## src/rtl/set_time_12_24.sv

```systemverilog
// Time-entry editor: loads the 24h time, lets the user step hours/minutes/seconds
// in 12h or 24h display format, and commits the 24h result through a valid/ack handshake.
module set_time_12_24 (
    input  logic        clk,
    input  logic        reset,
    input  logic        mod12_24,
    input  logic [16:0] cur_time,
    input  logic        btn_edit,
    input  logic        btn_next,
    input  logic        btn_up,
    input  logic        btn_down,
    input  logic        set_ack,
    output logic        editing,
    output logic [1:0]  field,
    output logic [16:0] edit_disp_time,
    output logic        led0,
    output logic [16:0] set_time,
    output logic        set_valid
);

    typedef enum logic [2:0] {
        ST_IDLE     = 3'd0,
        ST_EDIT_HR  = 3'd1,
        ST_EDIT_MIN = 3'd2,
        ST_EDIT_SEC = 3'd3,
        ST_COMMIT   = 3'd4
    } state_t;

    // Returns {pm, hour 1..12} for a 24h hour 0..23.
    function automatic logic [5:0] to_12h(input logic [4:0] h24);
        logic [5:0] r;
        if (h24 == 5'd0) begin
            r = {1'b0, 5'd12};
        end else if (h24 < 5'd12) begin
            r = {1'b0, h24};
        end else if (h24 == 5'd12) begin
            r = {1'b1, 5'd12};
        end else begin
            r = {1'b1, h24 - 5'd12};
        end
        return r;
    endfunction

    function automatic logic [4:0] to_24h(input logic pm, input logic [4:0] h12);
        logic [4:0] r;
        if (!pm) begin
            r = (h12 == 5'd12) ? 5'd0 : h12;
        end else begin
            r = (h12 == 5'd12) ? 5'd12 : h12 + 5'd12;
        end
        return r;
    endfunction

    function automatic logic [5:0] step_60(input logic [5:0] v, input logic up);
        logic [5:0] r;
        if (up) begin
            r = (v == 6'd59) ? 6'd0 : v + 6'd1;
        end else begin
            r = (v == 6'd0) ? 6'd59 : v - 6'd1;
        end
        return r;
    endfunction

    // Returns {pm, hour}; in 12h mode the meridiem flips across the 11/12 boundary.
    function automatic logic [5:0] step_hr(input logic mode12, input logic pm,
                                           input logic [4:0] h, input logic up);
        logic [5:0] r;
        if (!mode12) begin
            if (up) begin
                r = {pm, (h == 5'd23) ? 5'd0 : h + 5'd1};
            end else begin
                r = {pm, (h == 5'd0) ? 5'd23 : h - 5'd1};
            end
        end else if (up) begin
            if (h == 5'd11) begin
                r = {~pm, 5'd12};
            end else if (h == 5'd12) begin
                r = {pm, 5'd1};
            end else begin
                r = {pm, h + 5'd1};
            end
        end else begin
            if (h == 5'd12) begin
                r = {~pm, 5'd11};
            end else if (h == 5'd1) begin
                r = {pm, 5'd12};
            end else begin
                r = {pm, h - 5'd1};
            end
        end
        return r;
    endfunction

    state_t      state_r, state_s;
    logic        mode_r, mode_s;
    logic        pm_r, pm_s;
    logic [4:0]  hr_r, hr_s;
    logic [5:0]  min_r, min_s;
    logic [5:0]  sec_r, sec_s;
    logic [16:0] set_time_s;
    logic        set_valid_s;
    logic        editing_s;
    logic [1:0]  field_s;
    logic        inc_s, dec_s;
    logic [4:0]  hr_ld_s;
    logic [5:0]  min_ld_s, sec_ld_s;
    logic [5:0]  hr_ld12_s;
    logic [4:0]  commit_hr_s;

    assign inc_s       = btn_up & ~btn_down;
    assign dec_s       = btn_down & ~btn_up;
    assign hr_ld_s     = (cur_time[16:12] > 5'd23) ? 5'd0 : cur_time[16:12];
    assign min_ld_s    = (cur_time[11:6] > 6'd59) ? 6'd0 : cur_time[11:6];
    assign sec_ld_s    = (cur_time[5:0] > 6'd59) ? 6'd0 : cur_time[5:0];
    assign hr_ld12_s   = to_12h(hr_ld_s);
    assign commit_hr_s = mode_r ? to_24h(pm_r, hr_r) : hr_r;

    // Next-state and next-output computation with edit > next > up/down priority.
    always_comb begin
        state_s     = state_r;
        mode_s      = mode_r;
        pm_s        = pm_r;
        hr_s        = hr_r;
        min_s       = min_r;
        sec_s       = sec_r;
        set_time_s  = set_time;
        set_valid_s = set_valid;
        case (state_r)
            ST_IDLE: begin
                set_valid_s = 1'b0;
                if (btn_edit) begin
                    state_s = ST_EDIT_HR;
                    mode_s  = mod12_24;
                    min_s   = min_ld_s;
                    sec_s   = sec_ld_s;
                    if (mod12_24) begin
                        {pm_s, hr_s} = hr_ld12_s;
                    end else begin
                        pm_s = 1'b0;
                        hr_s = hr_ld_s;
                    end
                end else begin
                    state_s = ST_IDLE;
                end
            end
            ST_EDIT_HR: begin
                if (btn_edit) begin
                    state_s = ST_IDLE;
                end else if (btn_next) begin
                    state_s = ST_EDIT_MIN;
                end else if (inc_s || dec_s) begin
                    {pm_s, hr_s} = step_hr(mode_r, pm_r, hr_r, inc_s);
                end else begin
                    state_s = ST_EDIT_HR;
                end
            end
            ST_EDIT_MIN: begin
                if (btn_edit) begin
                    state_s = ST_IDLE;
                end else if (btn_next) begin
                    state_s = ST_EDIT_SEC;
                end else if (inc_s || dec_s) begin
                    min_s = step_60(min_r, inc_s);
                end else begin
                    state_s = ST_EDIT_MIN;
                end
            end
            ST_EDIT_SEC: begin
                if (btn_edit) begin
                    state_s = ST_IDLE;
                end else if (btn_next) begin
                    state_s     = ST_COMMIT;
                    set_time_s  = {commit_hr_s, min_r, sec_r};
                    set_valid_s = 1'b1;
                end else if (inc_s || dec_s) begin
                    sec_s = step_60(sec_r, inc_s);
                end else begin
                    state_s = ST_EDIT_SEC;
                end
            end
            ST_COMMIT: begin
                if (set_ack) begin
                    state_s     = ST_IDLE;
                    set_valid_s = 1'b0;
                end else begin
                    state_s = ST_COMMIT;
                end
            end
            default: begin
                state_s     = ST_IDLE;
                set_valid_s = 1'b0;
            end
        endcase

        case (state_s)
            ST_EDIT_HR:  begin editing_s = 1'b1; field_s = 2'd1; end
            ST_EDIT_MIN: begin editing_s = 1'b1; field_s = 2'd2; end
            ST_EDIT_SEC: begin editing_s = 1'b1; field_s = 2'd3; end
            default:     begin editing_s = 1'b0; field_s = 2'd0; end
        endcase
    end

    // State, working fields and registered outputs.
    always_ff @(posedge clk or negedge reset) begin
        if (!reset) begin
            state_r        <= ST_IDLE;
            mode_r         <= 1'b0;
            pm_r           <= 1'b0;
            hr_r           <= 5'd0;
            min_r          <= 6'd0;
            sec_r          <= 6'd0;
            editing        <= 1'b0;
            field          <= 2'd0;
            edit_disp_time <= 17'd0;
            led0           <= 1'b0;
            set_time       <= 17'd0;
            set_valid      <= 1'b0;
        end else begin
            state_r        <= state_s;
            mode_r         <= mode_s;
            pm_r           <= pm_s;
            hr_r           <= hr_s;
            min_r          <= min_s;
            sec_r          <= sec_s;
            editing        <= editing_s;
            field          <= field_s;
            edit_disp_time <= editing_s ? {hr_s, min_s, sec_s} : 17'd0;
            led0           <= editing_s & mode_s & pm_s;
            set_time       <= set_time_s;
            set_valid      <= set_valid_s;
        end
    end

endmodule

```

## config.mk

```make
export PLATFORM = sky130hd
export DESIGN_NAME = set_time_12_24
export DESIGN_NICKNAME = d
export VERILOG_FILES = /design/src/rtl/set_time_12_24.sv
export SDC_FILE = /design/constraint.sdc
export NUM_CORES = 1
export LEC_CHECK = 0
export ABC_AREA = 0
export BUFFER_PORTS_ARGS = -buffer_cell sky130_fd_sc_hd__buf_2
export CAP_MARGIN = 20
export CORE_MARGIN = 2
export CORE_UTILIZATION = 25
export CTS_CLUSTER_SIZE = 16
export DETAILED_ROUTE_END_ITERATION = 16
export PLACE_DENSITY = 0.53
export SLEW_MARGIN = 0
export SYNTH_ARGS = -nofsm -noshare
export SYNTH_HDL_FRONTEND = slang
export SYNTH_SLANG_ARGS = --single-unit
export TNS_END_PERCENT = 50
```

## constraint.sdc

```tcl
create_clock -name clk -period 3.85 [get_ports clk]
set_clock_uncertainty 0.05 [all_clocks]
set_input_delay 0.77 -clock clk [delete_from_list [all_inputs] [get_ports clk]]
set_output_delay 0.77 -clock clk [all_outputs]
set_load 0.005 [all_outputs]
```

==> metrics, run 1 <==
status=complete, no violations; port bufs=63; crit path kind=in -> reg; critical path required time=4.02 ns; worst hold path class=reg -> reg; final WL=12000 µm; Synth Flop Type=dfrtp_1; Synth Register Bits=61; RSZ-0062 raised after global routing=no; I/O pin cnt=64; share of the yosys chip area belonging to registers=0.3844; initial detailed-routing violation count=380; first-pass GRT wire length=19020 µm; cell count after synthesis=466; R2R setup slack=1.39 ns; antenna viol nets, final=0; Reg clk slew, reported paths=0.05 ns; Critical path buffers and inverters=1; Avg Cell Area, Syn=8.522 µm²; actual slew at the worst max-slew pin=0.8865 ns; Crit. End Element=register; Wirelength per Cell=16.49 µm; post-layout util=0.3005; Critical R2R Capture=led0; min Tclk post-route=2.527 ns; Tot Pwr=3.404 mW; Yosys cell types=68; Worst path max stage delay=0.51 ns; fill cell total of the finished layout=1652; top cell type by total area after synthesis=dfrtp_1; post-CTS setup buffer count=0; crit share post-route=0.6563; Ant. Diodes=0; worst slack at placement=1.007 ns; Mapped Area=3971 µm²; synth top area cells=dfrtp_1 (38%), nand2_1 (6.8%), ha_1 (4.7%); Final setup viols=0; die width=130.0 µm; CP Launch Point=btn_up; Clk Latency, worst-skew pair=0.33 ns; crit-path max FO=4; H-Tree Depth=3; post-synth top area share=0.3844; Max Cap Viol=0; mux contribution to synthesized area=0.01071; Post-Synth Simple-Gate Area=0.2615; # rows=46; Fmax=395.7 MHz; Setup TNS=0 ns; clk sinks=61; YS warnings=0; drt pass-1 iters=5; routability congestion estimate=0.8469; vias per cell=5.111; Layout Area Growth over Synthesis=18.90%; normalized max-slew margin=0.4075; Post-synth EDFFs=0; # DRC=0; compound-cell area share of the yosys netlist=0.2130; die height=130.0 µm; Final Hold Vio Count=0; clock tree buffer depth=2; Crit path depth=7; Pwr Density=720.9 nW/µm²; ys async rst share=1.000; CP endpoint=edit_disp_time[10]; die area=16910 µm²; Pins Over Slew Limit=0; TritonCTS clock tree=built; largest family of logic cells by synthesized area=simple AND/OR/NAND/NOR gates; gr usage total=0.1456; fin worst setup slack=1.323 ns; CP delay by family, top=compound AO/OA/AOI/OAI gates; CTS root buf=clkbuf_16; peak supply drop=251.4 µV; Placed Area=4422 µm²; # nets final=548; post-cts repair resize count=0; total gr overflow=0; vias in the first global route=3466; Worst Reg2Reg Path Length in Cells=5; xor/xnor cell area share of the yosys netlist=0.02205; startpoint types=input pin; TritonCTS Buffers=9; Syn Nets=506; slowest CP cell=nor4b_2; worst path cell trace=buf_2, ha_1, nor4b_2, o21ai_0, o21bai_1, a221o_1, and2_1; critical path arrival=2.70 ns; pin count of the biggest net entering global routing=62; fraction of layout cells with a size suffix above 1=0.1816; cts hold-fix bufs=0; post-route cell area=4722 µm²; dpl hpwl=8582 µm; Leak=2.165 nW; Core ar.=15710 µm²; vias=3721; RR Startpoint=state_r[1]; adder-cell area share of the yosys netlist=0.04726; starting density of the core=0.2527; initial antenna violation count=0
==> per-stage QoR <==
stage	hold slack, ns	std cells
after floorplan	0.4184	466
after global placement	0.4071	713
after detailed placement	0.4135	713
after CTS	0.4260	728
after global routing	0.4519	728
final	0.4198	728
==> logic make-up after synthesis <==
logic type / count (synthesis)
DFF: 61
AOI/OAI and AO/OA: 126
muxes: 4
adders and majority gates: 15
buffers and inverters: 55
xor gates and xnor gates: 10
and+or+nand+nor: 195
==> sequential cells by signal, indices dropped and copies added, names as in the netlist <==
name            count
pm_r                1
set_valid           1
sec_r               6
state_r             3
min_r               6
led0                1
mode_r              1
editing             1
edit_disp_time     17
set_time           17
hr_r                5
field               2
==> worst min-delay path by stage <==
stage                     start                end  slack, ns  depth (start not counted)
floorplan                 reset  edit_disp_time[0]       0.42                          0
global placement    set_time[5]        set_time[5]       0.41                          2
detailed placement  set_time[9]        set_time[9]       0.41                          2
CTS                 set_time[3]        set_time[3]       0.43                          2
global route        set_time[2]        set_time[2]       0.45                          2
finish              set_time[3]        set_time[3]       0.42                          2
==> layout make-up <==
type	instances	area, µm²	area share
well taps	216	270.3	0.05723
flip-flops and latches	61	1526	0.3233
clock buffers	11	252.7	0.05352
inverters	19	71.32	0.01510
repair buffers	67	345.3	0.07313
multi-input cells	350	2208	0.4677
clock inverters	4	47.55	0.01007
==> routing by layer <==
layer,vias up,track usage,share of wire
met4,0,0.05313,0.020
met2,135,0.2122,0.44
li1,1761,-,-
met3,20,0.03157,0.059
met5,-,0,0
met1,1805,0.2111,0.48
==> synthesized netlist by cell type, drive strengths merged, types with 10 or more instances <==
| cell | instances |
|---|---|
| nand2 | 72 |
| dfrtp | 61 |
| o21ai | 33 |
| a21oi | 28 |
| nor2 | 22 |
| clkbuf | 21 |
| inv | 19 |
| buf | 15 |
| ha | 15 |
| and2 | 13 |
| nand3 | 12 |
| nor2b | 10 |
==> power by group <==
part	switching (mW)	internal, mW	total [mW]	leakage, nW
Sequential	0.372	0.877	1.25	0.793
Clock	0.277	0.529	0.806	0.147
Combinational	0.745	0.604	1.35	1.22
Total	1.39	2.01	3.40	2.17
==> worst min-delay path, cell delays in order (launching register included) <==
cell	delay [ns]
dfrtp_1	0.33
nand2_1	0.05
nand2_1	0.05
==> cells in the final DEF, fill, tap and decap left out, drive strengths merged, types with 5 or more instances in the layout <==
| cell | instances |
|---|---|
| nand2b | 8 |
| a221o | 5 |
| nand4 | 7 |
| or3 | 9 |
| buf | 67 |
| nor3 | 6 |
| nor4b | 6 |
| nor2 | 22 |
| clkbuf | 11 |
| o31ai | 5 |
| inv | 19 |
| a22oi | 5 |
| a21oi | 28 |
| and3b | 5 |
| dfrtp | 61 |
| and2 | 13 |
| xor2 | 6 |
| nand2 | 72 |
| nor2b | 10 |
| nand3 | 12 |
| and3 | 6 |
| a31oi | 6 |
| ha | 15 |
| o21ai | 33 |
Note: power is estimated with default switching activity, not from simulation.
==> run 2: changes to the inputs <==
--- a/config.mk
+++ b/config.mk
@@ -12,7 +12,7 @@
 export CORE_UTILIZATION = 25
 export CTS_CLUSTER_SIZE = 16
 export DETAILED_ROUTE_END_ITERATION = 16
-export PLACE_DENSITY = 0.53
+export PLACE_DENSITY = 0.54
 export SLEW_MARGIN = 0
 export SYNTH_ARGS = -nofsm -noshare
 export SYNTH_HDL_FRONTEND = slang
==> constraint.sdc (replaced) <==
create_clock -name clk -period 2.1 [get_ports clk]
set_clock_uncertainty 0.05 [all_clocks]
set_input_delay 0.42 -clock clk [delete_from_list [all_inputs] [get_ports clk]]
set_output_delay 0.42 -clock clk [all_outputs]
set_load 0.005 [all_outputs]
==> metrics, run 2 (same netlist as run 1, synthesis figures left out) <==
status=complete, no violations; fraction of layout cells with a size suffix above 1=0.3066 (+0.1250); Fmax=501.8 MHz; # nets final=622 (+14%); RR Startpoint=hr_r[0]; R2R setup slack=0.11 ns (-1.28 ns); startpoint types=register; actual slew at the worst max-slew pin=0.5019 ns (-0.3846 ns); CTS root buf=clkbuf_16; antenna viol nets, final=0 (unchanged); pin count of the biggest net entering global routing=62 (unchanged); worst hold path class=in -> async; Final Hold Vio Count=0 (unchanged); die height=130.0 µm (unchanged); TritonCTS Buffers=9 (unchanged); peak supply drop=370.4 µV (+47%); first-pass GRT wire length=19930 µm (+4.8%); # rows=46 (unchanged); total gr overflow=0 (unchanged); final WL=12640 µm (+5.3%); vias in the first global route=3785 (+9.2%); starting density of the core=0.2527 (unchanged); area of the multi-input gates=2277 µm² (+3.1%); crit path kind=reg -> reg; initial detailed-routing violation count=201 (-47%); initial antenna violation count=0 (unchanged); fill cell total of the finished layout=1677 (+1.5%); Post-Place Cells=783 (+9.8%); Pwr Density=1287 nW/µm² (+79%); Clk Latency, worst-skew pair=0.34 ns (about the same); gr usage total=0.1530 (+0.007453); Final setup viols=0 (unchanged); fin worst setup slack=0.1073 ns (-1.216 ns); critical path required time=2.31 ns (-1.71 ns); normalized max-slew margin=0.6568 (+0.2493); min Tclk post-route=1.993 ns; Post-Layout Cell Count=803 (+10%); TritonCTS clock tree=built; Layout Area Growth over Synthesis=34.66%; clock tree buffer depth=2 (unchanged); drt pass-1 iters=5 (unchanged); routability congestion estimate=0.8537 (+0.80%); # DRC=0 (unchanged); Leak=2.530 nW (+17%); worst slack at placement=-0.2066 ns (-1.214 ns); port bufs=63 (unchanged); storage element area=1528 µm² (about the same); Worst Reg2Reg Path Length in Cells=7 (+2); Wirelength per Cell=15.74 µm (-4.5%); most common library cell in the layout ignoring fill and taps=buf_4; crit share post-route=0.9489; Pins Over Slew Limit=0 (unchanged); crit-path max FO=5 (+1); Ant. Diodes=0 (unchanged); vias per cell=4.889 (-4.3%); Core ar.=15710 µm² (unchanged); H-Tree Depth=3 (unchanged); Largest regs=edit_disp_time: 17 flops, set_time: 17 flops; I/O pin cnt=64 (unchanged); Reg clk slew, reported paths=0.06 ns (about the same); Setup TNS=0 ns (unchanged); Crit. End Element=register; clk sinks=61 (unchanged); Critical R2R Capture=edit_disp_time[15]; Max Cap Viol=0 (unchanged); most frequent cells in the layout=buf_4 (76), nand2_1 (72), buf_2 (63); dpl hpwl=9507 µm (+11%); die width=130.0 µm (unchanged); die area=16910 µm² (unchanged); critical path arrival=2.20 ns (-0.50 ns); vias=3926 (+5.5%); RSZ-0062 raised after global routing=yes; Tot Pwr=6.883 mW (+100%)
-- run 2: worst max-delay path, stage by stage (launching register included) --
cell      delay (ns)
dfrtp_1         0.37
inv_1           0.10
ha_4            0.19
nor2b_2         0.16
a21oi_1         0.22
a221oi_1        0.11
or4_1           0.54
a31oi_1         0.16
-- run 2: timing repair --
action | 4_1_cts | 5_1_grt
pin swaps | 0 | 5
endpoints found under the setup margin | 4 | 11
hold buffers | 0 | 0
buffers inserted | 1 | 3
gates resized for setup | 1 | 16
-- run 2: per-layer routing --
| layer | vias to the layer above | wire, µm | GRT usage |
|---|---|---|---|
| li1 | 1908 | - | - |
| met1 | 1897 | 6181 | 0.2169 |
| met2 | 106 | 5536 | 0.2270 |
| met3 | 15 | 752 | 0.04141 |
| met4 | 0 | 170 | 0.04744 |
| met5 | - | 0 | 0 |
-- run 2: stage by stage --
step | util | instance area [µm²] | hold WS (ns)
after floorplan | - | 3984 | 0.07441
after global placement | 0.3161 | 4966 | 0.4060
after detailed placement | 0.3161 | 4966 | 0.4079
after CTS | 0.3348 | 5260 | 0.03929
after global routing | 0.3403 | 5348 | 0.04590
final | 0.3403 | 5348 | 0.02479
-- run 2: where the power goes --
part / internal (mW) / switching (mW) / total (mW)
sequential: 1.61 / 0.384 / 2.00
clock: 0.838 / 0.584 / 1.42
combinational: 1.66 / 1.80 / 3.46
total: 4.11 / 2.77 / 6.88
-- run 2: layout make-up --
class	instances	share of cell area
Multi-Input combinational cell	350	0.4258
Sequential cell	61	0.2857
Timing Repair Buffer	141	0.1715
Tap cell	216	0.05054
Clock buffer	10	0.04469
Inverter	19	0.01334
Clock inverter	6	0.008423
-- run 2: how the worst max path moves through the flow --
| stage | from | depth (start not counted) | end |
|---|---|---|---|
| floorplan | btn_down | 8 | edit_disp_time[8] |
| global route | hr_r[0] | 7 | hr_r[2] |
| global placement | btn_down | 8 | edit_disp_time[15] |
| finish | hr_r[0] | 7 | edit_disp_time[15] |
| detailed placement | btn_down | 10 | edit_disp_time[14] |
| CTS | hr_r[0] | 7 | edit_disp_time[15] |
==> run 3: changes to the inputs <==
--- a/config.mk
+++ b/config.mk
@@ -12,6 +12,7 @@
 export CORE_UTILIZATION = 25
 export CTS_CLUSTER_SIZE = 16
 export DETAILED_ROUTE_END_ITERATION = 16
+export MAX_ROUTING_LAYER = met4
 export PLACE_DENSITY = 0.54
 export SLEW_MARGIN = 0
 export SYNTH_ARGS = -nofsm -noshare
==> metrics, run 3 (same netlist as run 1, synthesis figures left out) <==
TritonCTS Buffers=9 (unchanged); Comb pwr share=0.494 (-0.009); Setup TNS=0 ns (unchanged); Worst Reg2Reg Path Length in Cells=6 (-1); I/O pin cnt=64 (unchanged); critical path arrival=2.23 ns (+0.03 ns); fin worst setup slack=0.06208 ns (-0.04517 ns); H-Tree Depth=3 (unchanged); first-pass GRT wire length=20500 µm (+2.8%); Switching Share=0.3986 (-0.003776); Worst path max stage delay=0.55 ns (about the same); most common library cell in the layout ignoring fill and taps=buf_4; Leak=2.515 nW (-0.58%); Clock power frac=0.213 (+0.006); Core ar.=15710 µm² (unchanged); Tot Pwr=6.861 mW (-0.32%); TritonCTS clock tree=built; crit path kind=reg -> reg; Crit path depth=6 (-1); Final setup viols=0 (unchanged); worst slack at placement=-0.1817 ns (+0.02482 ns); peak supply drop=418.4 µV (+13%); final WL=12640 µm (about the same); initial antenna violation count=0 (unchanged); Pwr Density=1288 nW/µm² (about the same); Final Hold Vio Count=0 (unchanged); clock tree buffer depth=2 (unchanged); routability congestion estimate=0.9162 (+7.3%); Critical path buffers and inverters=1 (unchanged); crit-path max FO=9 (+4); actual slew at the worst max-slew pin=0.4454 ns (-0.05649 ns); normalized max-slew margin=0.6954 (+0.03864); Psw=2.735 mW (-1.3%); sequential share of power=0.293 (+0.003); post-layout util=0.3391 (-0.001274); worst hold path class=in -> async; CP delay by family, top=simple AND/OR/NAND/NOR gates; Pins Over Slew Limit=0 (unchanged); die height=130.0 µm (unchanged); Max Cap Viol=0 (unchanged); # rows=46 (unchanged); RR Startpoint=hr_r[2]; port bufs=63 (unchanged); critical path required time=2.29 ns (-0.02 ns); dpl hpwl=9647 µm (+1.5%); vias in the first global route=3805 (+0.53%); antenna viol nets, final=0 (unchanged); CTS root buf=clkbuf_16; Critical R2R Capture=edit_disp_time[15]; Clk Latency, worst-skew pair=0.34 ns (about the same); # nets final=619 (-0.48%); most frequent cells in the layout=buf_4 (73), nand2_1 (72), buf_2 (63); # DRC=0 (unchanged); die width=130.0 µm (unchanged); min Tclk post-route=2.038 ns (+0.04517 ns); die area=16910 µm² (unchanged); Ant. Diodes=0 (unchanged); worst path cell trace=buf_4, ha_1, a31oi_1, a221oi_1, or4_1, a31oi_1; vias=3887 (-0.99%); slowest CP cell=or4_1; Reg clk slew, reported paths=0.06 ns (about the same); gr usage total=0.1600 (+0.006943); startpoint types=register; fraction of layout cells with a size suffix above 1=0.2997 (-0.006986); clk sinks=61 (unchanged); RSZ-0062 raised after global routing=yes; Fmax=490.7 MHz (-2.2%); vias per cell=4.859 (-0.62%); Crit. End Element=register; cts hold-fix bufs=0 (unchanged); total gr overflow=0 (unchanged); Critical Path Most Common Cell=a31oi_1; Wirelength per Cell=15.80 µm (+0.37%); R2R setup slack=0.06 ns (-0.05 ns); starting density of the core=0.2527 (unchanged); drt pass-1 iters=5 (unchanged); crit share post-route=0.9704 (+0.02151); initial detailed-routing violation count=260 (+29%); Layout Area Growth over Synthesis=34.15%; P_int=4.126 mW (+0.31%); Largest regs=edit_disp_time: 17 flops, set_time: 17 flops; pin count of the biggest net entering global routing=62 (unchanged); status=complete, no violations
==> run 3: repair_timing <==
action,CTS,global route
setup endpoints to repair,5,9
pin swaps,0,4
setup buffers,1,0
gates resized for setup,1,15
==> run 3: worst max path at each step <==
| stage | endpoint | slack [ns] | startpoint |
|---|---|---|---|
| 3_5_place_dp | edit_disp_time[8] | -0.18 | btn_down |
| 3_3_place_gp | edit_disp_time[3] | -0.14 | btn_down |
| 5_1_grt | edit_disp_time[15] | -0.05 | hr_r[0] |
| 6_report | edit_disp_time[15] | 0.06 | hr_r[2] |
| 2_1_floorplan | edit_disp_time[8] | 0.03 | btn_down |
| 4_1_cts | edit_disp_time[14] | 0.005 | hr_r[0] |
==> run 3: through the flow <==
stage | hold slack, ns | instances | cell area [µm²]
after floorplan | 0.07441 | 466 | 3984
after global routing | 0.06545 | 800 | 5328
after global placement | 0.4054 | 783 | 4966
final | 0.03532 | 800 | 5328
after detailed placement | 0.4148 | 783 | 4966
after CTS | 0.05473 | 800 | 5268
==> run 3: area by class of cell <==
class | instances | area, µm²
well taps | 216 | 270.3
multi-input cells | 350 | 2272
clock inverters | 7 | 66.31
repair buffers | 138 | 894.6
fillers | 1668 | 10390
flip-flops and latches | 61 | 1528
clock buffers | 9 | 225.2
inverters | 19 | 71.32
==> run 3: power by group through the flow <==
stage          clock (mW)  sequential [mW]  combinational, mW
3_3_place_gp            0             2.04               3.25
2_1_floorplan           0             1.89               1.98
6_report             1.46             2.01               3.39
4_1_cts              1.50             2.01               3.31
3_5_place_dp            0             2.02               3.26
5_1_grt              1.55             2.09               3.78
==> run 3: layer usage <==
| metal | vias to the layer above | GRT usage | routed length (µm) |
|---|---|---|---|
| met5 | - | - | 0 |
| met1 | 1882 | 0.2315 | 6316 |
| met3 | 9 | 0.03362 | 594 |
| met4 | 0 | 0.03099 | 97 |
| met2 | 94 | 0.2310 | 5631 |
| li1 | 1902 | - | - |
